### src/rtl/seq_detect_ctrl.sv
// Word-serial "1100" pattern counter: latches a word, streams it MSB first through
// an overlapping Moore detector and reports the saturated match count over a valid/ready handshake.
module seq_detect_ctrl #(
    parameter int unsigned DATA_W = 16,
    parameter int unsigned CNT_W  = 5
) (
    input  logic              clk,
    input  logic              reset,
    input  logic              in_valid,
    output logic              in_ready,
    input  logic [DATA_W-1:0] in_data,
    input  logic              abort,
    output logic              out_valid,
    input  logic              out_ready,
    output logic [CNT_W-1:0]  match_cnt,
    output logic              busy,
    output logic              det_z
);

    localparam int unsigned BIT_W = $clog2(DATA_W);
    localparam logic [BIT_W-1:0] LAST_BIT = BIT_W'(DATA_W - 1);
    localparam logic [CNT_W-1:0] CNT_MAX = '1;

    typedef enum logic [1:0] {StIdle, StShift, StReport} state_e;
    typedef enum logic [2:0] {DetD0, DetD1, DetD2, DetD3, DetD4} det_e;

    state_e            state_q, state_d;
    det_e              det_q, det_d, det_next;
    logic [DATA_W-1:0] shift_q, shift_d;
    logic [BIT_W-1:0]  bit_q, bit_d;
    logic [CNT_W-1:0]  cnt_q, cnt_d;
    logic              cur_bit;

    assign cur_bit = shift_q[DATA_W-1];

    // Overlapping detector: after "1100" a following '1' restarts at D1.
    always_comb begin
        det_next = DetD0;
        unique case (det_q)
            DetD0:   det_next = cur_bit ? DetD1 : DetD0;
            DetD1:   det_next = cur_bit ? DetD2 : DetD0;
            DetD2:   det_next = cur_bit ? DetD2 : DetD3;
            DetD3:   det_next = cur_bit ? DetD1 : DetD4;
            DetD4:   det_next = cur_bit ? DetD1 : DetD0;
            default: det_next = DetD0;
        endcase
    end

    always_comb begin
        state_d   = state_q;
        det_d     = det_q;
        shift_d   = shift_q;
        bit_d     = bit_q;
        cnt_d     = cnt_q;
        in_ready  = 1'b0;
        out_valid = 1'b0;
        busy      = 1'b0;
        unique case (state_q)
            StIdle: begin
                in_ready = 1'b1;
                if (in_valid) begin
                    shift_d = in_data;
                    bit_d   = '0;
                    cnt_d   = '0;
                    det_d   = DetD0;
                    state_d = StShift;
                end
            end
            StShift: begin
                busy = 1'b1;
                if (abort) begin
                    state_d = StIdle;
                end else begin
                    det_d   = det_next;
                    shift_d = {shift_q[DATA_W-2:0], 1'b0};
                    bit_d   = bit_q + BIT_W'(1);
                    if (det_next == DetD4 && cnt_q != CNT_MAX) begin
                        cnt_d = cnt_q + CNT_W'(1);
                    end
                    if (bit_q == LAST_BIT) begin
                        state_d = StReport;
                    end
                end
            end
            StReport: begin
                busy      = 1'b1;
                out_valid = 1'b1;
                // abort outranks out_ready; both end in IDLE but abort delivers nothing
                if (abort || out_ready) begin
                    state_d = StIdle;
                end
            end
            default: state_d = StIdle;
        endcase
    end

    always_ff @(posedge clk or posedge reset) begin
        if (reset) begin
            state_q <= StIdle;
            det_q   <= DetD0;
            shift_q <= '0;
            bit_q   <= '0;
            cnt_q   <= '0;
        end else begin
            state_q <= state_d;
            det_q   <= det_d;
            shift_q <= shift_d;
            bit_q   <= bit_d;
            cnt_q   <= cnt_d;
        end
    end

    assign match_cnt = cnt_q;
    assign det_z     = (det_q == DetD4);

endmodule

### config.mk
export PLATFORM = sky130hd
export DESIGN_NAME = seq_detect_ctrl
export DESIGN_NICKNAME = d
export VERILOG_FILES = /design/src/rtl/seq_detect_ctrl.sv
export SDC_FILE = /design/constraint.sdc
export NUM_CORES = 1
export LEC_CHECK = 0
export CAP_MARGIN = 20
export CORE_UTILIZATION = 40
export CTS_CLUSTER_DIAMETER = 80
export CTS_CLUSTER_SIZE = 16
export DETAILED_ROUTE_END_ITERATION = 16
export PLACE_DENSITY = 0.73
export SLEW_MARGIN = 20
export SYNTH_ARGS = -nofsm -noshare
export SYNTH_HDL_FRONTEND = slang
export SYNTH_SLANG_ARGS = --single-unit
export TNS_END_PERCENT = 1
### constraint.sdc
create_clock -name clk -period 4.2 [get_ports clk]
set_clock_uncertainty 0.15 [all_clocks]
set_input_delay 0.84 -clock clk [delete_from_list [all_inputs] [get_ports clk]]
set_output_delay 0.84 -clock clk [all_outputs]
set_load 0.01 [all_outputs]
==> out/qor.json <==
{
  "finalCoreUtilization_pct": 55.2,
  "flow.area_growth_from_synthesis_pct": 30.2,
  "synth-warning-count": 0,
  "floorplan.die_area_mm2": 0.00419,
  "nNetsFinal": 215,
  "avgViaCountPerCell": 5.35,
  "grt.overflow.total": 0,
  "cp.required_ps": 3210,
  "die_w_um": 64.8,
  "cap_violations": 0,
  "global_route.usage.total_pct": 18.3,
  "grt_first_pass_wirelength_mm": 5.71,
  "place_congestion": 0.750,
  "routedWlPerCell_um": 14.0,
  "ys_types": 38,
  "syn-cell-area_mm2": 0.00158,
  "synth_edf_count": 0,
  "floorplan.initialDensity_pct": 42.4,
  "antenna_violating_nets_post_route": 0,
  "synth_top_cell_area_share_pct": 47.7,
  "path_clk_slew_ps": 70,
  "cts_made_buffers": 5,
  "detail_route.drc_violations": 0,
  "post_cts_buffers": 0,
  "synth_commonest_cells": "dfrtp_1, nand2_1, o21ai_0",
  "num_clock_sinks": 30,
  "die-height_um": 64.8,
  "synth_sequential_area_ratio_pct": 47.7,
  "grt_start_max_net_pins": 38,
  "timing.setup.tns_ps": 0,
  "worst_pin_slew_ps": 595,
  "final_layout_size_suffix_gt1_share_pct": 7.94,
  "detailroute.via_count": 1267,
  "final.period_utilization_pct": 64.3,
  "run_status": "finished clean",
  "post_cts_resize_count": 0,
  "worstSetupPathType": "flop to output port",
  "setup_viol": 0,
  "path_max_fanout": 8,
  "place_inst": 229,
  "ctsHtreeMaxLevel": 2,
  "worst_slew_margin_rel_pct": 60.3,
  "tritoncts": "done",
  "layout_min_cycle_time_ps": 2700,
  "start_kind": "flop",
  "vdd_ir_drop_max_uv": 196,
  "p_per_area_mw_per_mm2": 656,
  "clockBufferDepth": 2,
  "critical_path.endpoint_type": "output port",
  "post-layout-total-power_mw": 1.35,
  "rows": 22,
  "fmax_mhz": 370,
  "netlist_instances": 157,
  "synth_top_flop_cell": "dfrtp_1",
  "netlist_top_cells_area": "dfrtp_1, mux2i_1, o21ai_0",
  "antenna_violations_before_repair": 0,
  "path_class_of_the_lowest_slack_min_delay_path": "flop to flop",
  "wirelength_mm": 3.33,
  "worst_ep_arrival_time_ps": 1710,
  "async_set_reset_flop_share_out_of_synthesis_pct": 100,
  "numPortBuffers": 29,
  "drtIter0Drc": 62,
  "count_of_state_elements_after_synthesis": 30,
  "boundaryPins": 30,
  "grt_pass1_vias": 1286,
  "insertion_delay_ps": 290,
  "yosys.area.top_type": "dfrtp_1",
  "final-instance-count-excl-fill": 237,
  "num_antenna_cells": 0,
  "finalMaxSlewViolations": 0,
  "static-leakage-power_nw": 0.920,
  "dp_hpwl_mm": 2.37,
  "grt_setup_unrepaired": "no",
  "synthesis.nets": 184,
  "floorplan.core_area_mm2": 0.00372,
  "hold_violations": 0,
  "synthMostInstantiatedCell": "dfrtp_1",
  "dr.pass1.iters": 4,
  "cts_root_buf": "clkbuf_8",
  "syn-mean-instance-area_um2": 10.0,
  "cts_hold_buf": 0
}
## through the flow
step	hold WS, ps	instance area, um^2	worst slack (ps)
finish	334	2050	1500
global route	362	2050	1430
CTS	337	2050	1480
detailed placement	321	1910	1190
global placement	312	1890	1210
floorplan	300	1580	2250
## power breakdown
group	leakage [nW]	internal [mW]	total [mW]	switching, mW
combinational	0.458	0.226	0.516	0.291
clock	0.0714	0.253	0.365	0.112
sequential	0.391	0.392	0.464	0.0725
total	0.920	0.870	1.35	0.475
## flip-flops by register name, indices dropped and copies added, names as in the netlist
register / flops
shift_q: 16
match_cnt: 5
bit_q: 4
det_q: 3
state_q: 2
## kinds of logic after synthesis
| group | Yosys count | synth area share [%] |
|---|---|---|
| compound gates | 36 | 14.3 |
| fa+ha+maj | 6 | 4.77 |
| flops | 30 | 47.7 |
| mux | 18 | 11.6 |
| simple gates | 53 | 16.4 |
| buf+inv | 11 | 3.65 |
| xor+xnor | 3 | 1.67 |
## critical path: stages (launching register included)
cell	delay (ps)
dfrtp_1	400
inv_1	90
ha_1	310
clkdlybuf4s50_1	630
## area by class of cell
cell class,count,area [um^2]
multi-input combinational,116,769
timing repair buffer,31,313
fill,335,1670
inverter,4,15.0
tap,48,60.1
clock buffer,6,82.6
sequential,30,751
clock inverter,2,60.1
## worst paths after layout
| path | start | cells after the start | slack [ps] | endpoint |
|---|---|---|---|---|
| worst min register to register | shift_q[13] | 2 | 330 | shift_q[13] |
| worst max-delay path | state_q[1] | 3 | 1500 | in_ready |
| worst max register to register | state_q[1] | 6 | 1770 | det_q[1] |
| worst min-delay path | shift_q[13] | 2 | 330 | shift_q[13] |
| max in group asynchronous | reset | 3 | 2710 | det_q[2] |
| min in group asynchronous | reset | 2 | 700 | shift_q[12] |
## cells in the final DEF (no fill, tap or decap), types with 2 or more instances in the layout
cell type,synthesis,layout
nor2b_1,4,4
clkdlybuf4s50_1,0,29
dfrtp_1,30,30
inv_1,4,4
clkbuf_8,0,6
nand2b_1,3,2
o21ai_0,21,21
nor2_1,7,7
a21oi_1,2,2
bufinv_16,0,2
a22o_1,4,4
mux2_2,2,2
mux2i_1,16,16
nand3_1,2,2
nand2_1,26,26
and3_1,3,3
xor2_1,2,2
ha_1,6,6
## per-layer routing
layer,GRT usage (%),share of wire (%),vias to the layer above
met2,29.3,47,33
met5,0,0,-
met3,5.99,4.5,9
met1,22.2,46,613
li1,-,-,612
met4,8.33,2.3,0
No activity file was read; power rests on OpenSTA's default activity.
